<file path="config.mk">
export PLATFORM = sky130hd
export DESIGN_NAME = connect_router_buf_flat
export DESIGN_NICKNAME = d
export VERILOG_FILES = /design/src/rtl/connect_router_buf_if.sv /design/src/rtl/connect_router_buf.sv /design/src/flat_wrapper.sv
export SDC_FILE = /design/constraint.sdc
export NUM_CORES = 1
export LEC_CHECK = 0
export ABC_AREA = 1
export BUFFER_PORTS_ARGS = -buffer_cell sky130_fd_sc_hd__buf_4
export CAP_MARGIN = 25
export CORE_ASPECT_RATIO = 1.1
export CORE_MARGIN = 8
export CORE_UTILIZATION = 50
export CTS_BUF_LIST = sky130_fd_sc_hd__clkbuf_8 sky130_fd_sc_hd__clkbuf_16
export DETAILED_ROUTE_END_ITERATION = 10
export GPL_TIMING_DRIVEN = 0
export PLACE_DENSITY_LB_ADDON = 0.2
export SLEW_MARGIN = 15
export SYNTH_ARGS = -nofsm -noshare
export SYNTH_HDL_FRONTEND = slang
export SYNTH_SLANG_ARGS = --single-unit
</file>
<file path="constraint.sdc">
create_clock -name clk -period 2.6 [get_ports clk]
set_input_delay 0.13 -clock clk [delete_from_list [all_inputs] [get_ports clk]]
set_output_delay 0.13 -clock clk [all_outputs]
set_load 0.005 [all_outputs]
</file>
<file path="src/rtl/connect_router_buf_if.sv">
// Ring-stop signal bundle for connect_router_buf plus the flit field layout it shares with the ring.
// Flit layout: [15] valid, [14:11] destination, [10:0] payload.
`ifndef CONTROL_W
`define CONTROL_W 16
`endif
`ifndef VALID_F
`define VALID_F 15
`endif
`ifndef DEST_F
`define DEST_F 14:11
`endif
`ifndef DEST_W
`define DEST_W 4
`endif

interface connect_router_buf_if #(
  parameter int DEPTH = 4
);
  logic [`CONTROL_W-1:0]         port_in;
  logic [`CONTROL_W-1:0]         inj;
  logic                          xfer_ready;
  logic [`CONTROL_W-1:0]         port_out;
  logic                          accept;
  logic [`CONTROL_W-1:0]         xfer_out;
  logic                          xfer_valid;
  logic [$clog2(DEPTH+1)-1:0]    occupancy;

  modport master (
    output port_in, inj, xfer_ready,
    input  port_out, accept, xfer_out, xfer_valid, occupancy
  );

  modport slave (
    input  port_in, inj, xfer_ready,
    output port_out, accept, xfer_out, xfer_valid, occupancy
  );
endinterface

</file>
<file path="src/rtl/connect_router_buf.sv">
// Two-stage ring stop that diverts flits addressed to DEST_LO..DEST_HI into a transfer FIFO for the other ring.
// Optional CONNECT_ROUTER_STATS_EN adds a saturating deflection counter output deflect_cnt.
module connect_router_buf #(
  parameter logic [3:0] ADDR    = 4'b0000,
  parameter int          DEST_LO = 4,
  parameter int          DEST_HI = 11,
  parameter int          DEPTH   = 4
) (
  input  logic                    clk,
  input  logic                    rst,
  connect_router_buf_if.slave     bus
`ifdef CONNECT_ROUTER_STATS_EN
  ,
  output logic [15:0]             deflect_cnt
`endif
);
  localparam int PW = $clog2(DEPTH);
  localparam int OW = $clog2(DEPTH+1);
  localparam logic [`DEST_W-1:0] LO = `DEST_W'(DEST_LO);
  localparam logic [`DEST_W-1:0] HI = `DEST_W'(DEST_HI);
  localparam logic [OW-1:0]      FULL_CNT = OW'(DEPTH);

  typedef logic [`CONTROL_W-1:0] flit_t;

  flit_t           s1;
  flit_t           port_out_q;
  flit_t           slot;
  flit_t           merged;
  flit_t           mem [DEPTH];
  logic [PW-1:0]   wr_ptr;
  logic [PW-1:0]   rd_ptr;
  logic [OW-1:0]   occ;
  logic [`DEST_W-1:0] dest;
  logic            productive;
  logic            push;
  logic            pop;
  logic            xfer_valid_i;

  assign dest         = s1[`DEST_F];
  assign productive   = s1[`VALID_F] && (dest >= LO) && (dest <= HI);
  assign xfer_valid_i = (occ != '0);
  assign pop          = xfer_valid_i && bus.xfer_ready;
  // A pop frees the head slot on the same edge, so a full FIFO can still take a flit.
  assign push         = productive && ((occ != FULL_CNT) || pop);

  always_comb begin
    slot       = push ? '0 : s1;
    bus.accept = !slot[`VALID_F] && bus.inj[`VALID_F];
    merged     = bus.accept ? bus.inj : slot;
  end

  always_ff @(posedge clk) begin
    if (rst) begin
      s1         <= '0;
      port_out_q <= '0;
      wr_ptr     <= '0;
      rd_ptr     <= '0;
      occ        <= '0;
    end else begin
      s1         <= bus.port_in;
      port_out_q <= merged;
      if (push) wr_ptr <= wr_ptr + 1'b1;
      if (pop)  rd_ptr <= rd_ptr + 1'b1;
      case ({push, pop})
        2'b10:   occ <= occ + 1'b1;
        2'b01:   occ <= occ - 1'b1;
        default: occ <= occ;
      endcase
    end
  end

  // Storage needs no reset: pointers and occupancy clearing discards any stale entries.
  always_ff @(posedge clk) begin
    if (push) mem[wr_ptr] <= s1;
  end

  assign bus.port_out   = port_out_q;
  assign bus.xfer_valid = xfer_valid_i;
  assign bus.xfer_out   = xfer_valid_i ? mem[rd_ptr] : '0;
  assign bus.occupancy  = occ;

`ifdef CONNECT_ROUTER_STATS_EN
  always_ff @(posedge clk) begin
    if (rst) begin
      deflect_cnt <= '0;
    end else if (productive && !push && (deflect_cnt != '1)) begin
      deflect_cnt <= deflect_cnt + 1'b1;
    end
  end
`endif
endmodule

</file>
<file path="src/flat_wrapper.sv">
// flat-port wrapper written by rule: the top's interface ports become plain ports
module connect_router_buf_flat 
#(
  parameter logic [3:0] ADDR    = 4'b0000,
  parameter int          DEST_LO = 4,
  parameter int          DEST_HI = 11,
  parameter int          DEPTH   = 4
)
  (clk, rst, bus_port_in, bus_inj, bus_xfer_ready, bus_port_out, bus_accept, bus_xfer_out, bus_xfer_valid, bus_occupancy);
  connect_router_buf_if #(.DEPTH(DEPTH)) bus_i ();
  input  logic clk;
  input  logic rst;
  input wire logic [$bits(bus_i.port_in)-1:0] bus_port_in;
  input wire logic [$bits(bus_i.inj)-1:0] bus_inj;
  input wire logic [$bits(bus_i.xfer_ready)-1:0] bus_xfer_ready;
  output wire logic [$bits(bus_i.port_out)-1:0] bus_port_out;
  output wire logic [$bits(bus_i.accept)-1:0] bus_accept;
  output wire logic [$bits(bus_i.xfer_out)-1:0] bus_xfer_out;
  output wire logic [$bits(bus_i.xfer_valid)-1:0] bus_xfer_valid;
  output wire logic [$bits(bus_i.occupancy)-1:0] bus_occupancy;
  assign bus_i.port_in = bus_port_in;
  assign bus_i.inj = bus_inj;
  assign bus_i.xfer_ready = bus_xfer_ready;
  assign bus_port_out = bus_i.port_out;
  assign bus_accept = bus_i.accept;
  assign bus_xfer_out = bus_i.xfer_out;
  assign bus_xfer_valid = bus_i.xfer_valid;
  assign bus_occupancy = bus_i.occupancy;
  connect_router_buf #(.ADDR(ADDR), .DEST_LO(DEST_LO), .DEST_HI(DEST_HI), .DEPTH(DEPTH)) u_core (.clk(clk), .rst(rst), .bus(bus_i));
endmodule
</file>
==> impl_metrics.ini <==
[critical_path]
start_kind = flop
crit_required_ns = 2.85
timing.rr.start = u_core.s1[14]
cp_max_fo = 10
rrSetupSlack_ns = 0.39
critical_path.endpoint_type = flop
crit_type = flop to flop
cp-startpoint = u_core.s1[14]
crit_arrival_ns = 2.46

[drt]
vias = 3032
route.detailed.drc = 0
wl_per_cell_um = 15.7
vias_per_cell = 4.98
drt-total-wl_mm = 9.58
postRouteAntennaNets = 0
drt-initial-drc-count = 166
drtPass1Iterations = 4

[global_route]
first_global_vias = 3109
grt_max_degree = 19
grt.met1_usage = 0.204
antenna_found_initial = 0
grt_pass1_wl_mm = 15.7
use_met2 = 0.282
grt_usage = 0.166
grt_busiest_layer = met2
met3_usage = 0.0426
grt_overflow_total = 0

[cts]
cts_hold_buffers = 16
clkTransAtPathRegs_ns = 0.10
post-cts-setup-buffer-count = 0
clock-sinks = 105
cts_buffers = 9
root_buffer = clkbuf_8
insertion_delay_ns = 0.37
h-tree-depth = 3
tritoncts = yes
clockBufferDepth = 2
cts_resized = 0

[synthesis]
syn-num-nets = 435
syn_area_um2 = 4280
syn_inst = 394
ys_ff_latch = 105
yosysSeqAreaShare = 0.641
synth_area_leaders = edfxtp_1 45%, dfxtp_1 19%, nor2_1 8.3%, o21ai_0 4.6%, a21oi_1 4.0%
synth_top_area_cell = edfxtp_1
synthDistinctLibCells = 29
synth_warnings = 0
yosysTopAreaCellShare = 0.449
avgSynthCellArea_um2 = 10.9

[timing]
rsz0062_at_grt = no
finalCritPeriodShare = 0.850
fin_crit_ns = 2.21
slew_headroom = 0.435
max_freq_mhz = 453
fin_ws_ns = 0.391
worstMarginPinSlew_ns = 0.846
maxSlewViolCount = 0
finClkSkew_ns = 0.0130
final_hold_viol_count = 0
setup_viol = 0

[power_and_ir_drop]
ir_drop_mv = 0.429
combPwrFrac = 0.179
p_int_mw = 2.48
pwr-share-clk = 0.276
seq_power_share = 0.545
p_total_mw = 3.42
leakagePower_nw = 2.14
swShare = 0.275
switchingPower_mw = 0.941
power_density_nw_per_um2 = 642

[min_path]
holdCritPathClass = input pin to flop
min_from = bus_inj[2]

[die]
coreArea_um2 = 8360
dieArea_um2 = 11800
die_y_um = 113
ios = 72
floorplan.initialDensity = 0.511
num_rows = 35
die_w_um = 104

[final_layout]
regArea_um2 = 2740
fin_nets = 534
multi_input_area_um2 = 1270
area_growth_pct = 24.5
nFillCells = 677
drive_gt1_frac = 0.269
finish.utilization = 0.636
diodes = 0

[flow_run]
drv_cap = 0

[place]
hpwl_mm = 6.68
pre_cts_ws_ns = 0.335
gp_congestion = 0.757
io_buffers = 70

[run_status]
status = complete, no violations
==> layer usage <==
layer | up-vias | wire length, µm
met1 | 1416 | 4310
met2 | 87 | 4680
met5 | - | 0
met3 | 7 | 501
li1 | 1522 | -
met4 | 0 | 87
==> layout make-up <==
cell class / count / area share
buffer: 21 / 0.0244
timing repair buffer: 88 / 0.134
clock buffer: 10 / 0.0259
multi-input combinational: 229 / 0.238
tap: 111 / 0.0261
sequential: 105 / 0.515
clock inverter: 6 / 0.00893
inverter: 39 / 0.0275
==> placed cells by master (no fill, tap or decap), types with 2 or more instances in the layout <==
master / n
dfxtp_1: 41
o211ai_1: 8
nor2_2: 5
o21ai_0: 39
nor2_4: 2
nand2_1: 10
inv_1: 37
inv_6: 3
nand2_8: 2
clkbuf_8: 10
nor2_1: 90
buf_8: 2
dlygate4sd3_1: 16
buf_4: 71
nand3_2: 12
edfxtp_1: 64
a21oi_1: 34
ha_1: 5
buf_6: 2
a21boi_0: 7
nand3_1: 3
clkbuf_1: 6
buf_2: 10
a21oi_2: 8
==> sequential cells by signal, indices dropped and copies added, names as in the netlist, named ones only <==
signal,cells
u_core.s1,16
u_core.rd_ptr,2
u_core.bus.port_out,16
u_core.bus.occupancy,3
u_core.wr_ptr,2
u_core.mem,64
==> synth_stat cells (all sizes together) <==
cell / number
nor2: 97
edfxtp: 64
a21oi: 42
dfxtp: 41
o21ai: 39
inv: 38
nand3: 16
buf: 15
nand2: 13
o211ai: 8
a21boi: 7
clkbuf: 6
ha: 5
clkinv: 1
fa: 1
xor2: 1
==> per-stage QoR <==
step / hold slack (ns) / area (µm²) / std cells / TNS [ns]
global placement: 0.330 / 4940 / 575 / -4.94
CTS: 0.0197 / 5320 / 609 / 0
finish: 0.0236 / 5320 / 609 / 0
global route: 0.00871 / 5320 / 609 / 0
floorplan: 0.237 / 4280 / 394 / 0
detailed placement: 0.337 / 4980 / 577 / 0
==> critical path, cell delays in order (launching register included) <==
cell     delay (ns)
dfxtp_1        0.49
nand2_1        0.11
nand2_2        0.09
nor2_4         0.07
nand2_8        0.11
buf_6          0.16
ha_1           0.15
inv_1          0.06
fa_1           0.38
a21oi_1        0.15
o21ai_0        0.12
o21ai_0        0.15
a21oi_1        0.05
==> worst paths after layout <==
| path | to | cells past startpoint |
|---|---|---|
| worst min register to register | u_core.rd_ptr[0] | 1 |
| worst max register to register | u_core.bus.occupancy[2] | 12 |
| worst max-delay path | u_core.bus.occupancy[2] | 12 |
| worst min-delay path | u_core.bus.port_out[2] | 3 |
==> cell families after synthesis <==
group,Yosys count,synth area share
adder cells (fa/ha/maj),6,0.0193
AND/OR/NAND/NOR,126,0.145
flip-flops,105,0.641
AO/OA/AOI/OAI,96,0.128
buffers and inverters,60,0.0647
XOR/XNOR,1,0.00205
==> power groups by stage <==
stage | Combinational (mW) | Sequential (mW) | Clock (mW)
after global routing | 0.678 | 1.87 | 1.02
after global placement | 0.585 | 1.90 | 0
after floorplan | 0.318 | 1.89 | 0
after detailed placement | 0.596 | 1.90 | 0
after CTS | 0.619 | 1.86 | 0.954
final | 0.611 | 1.86 | 0.944
Power figures use the tool's default switching activity.
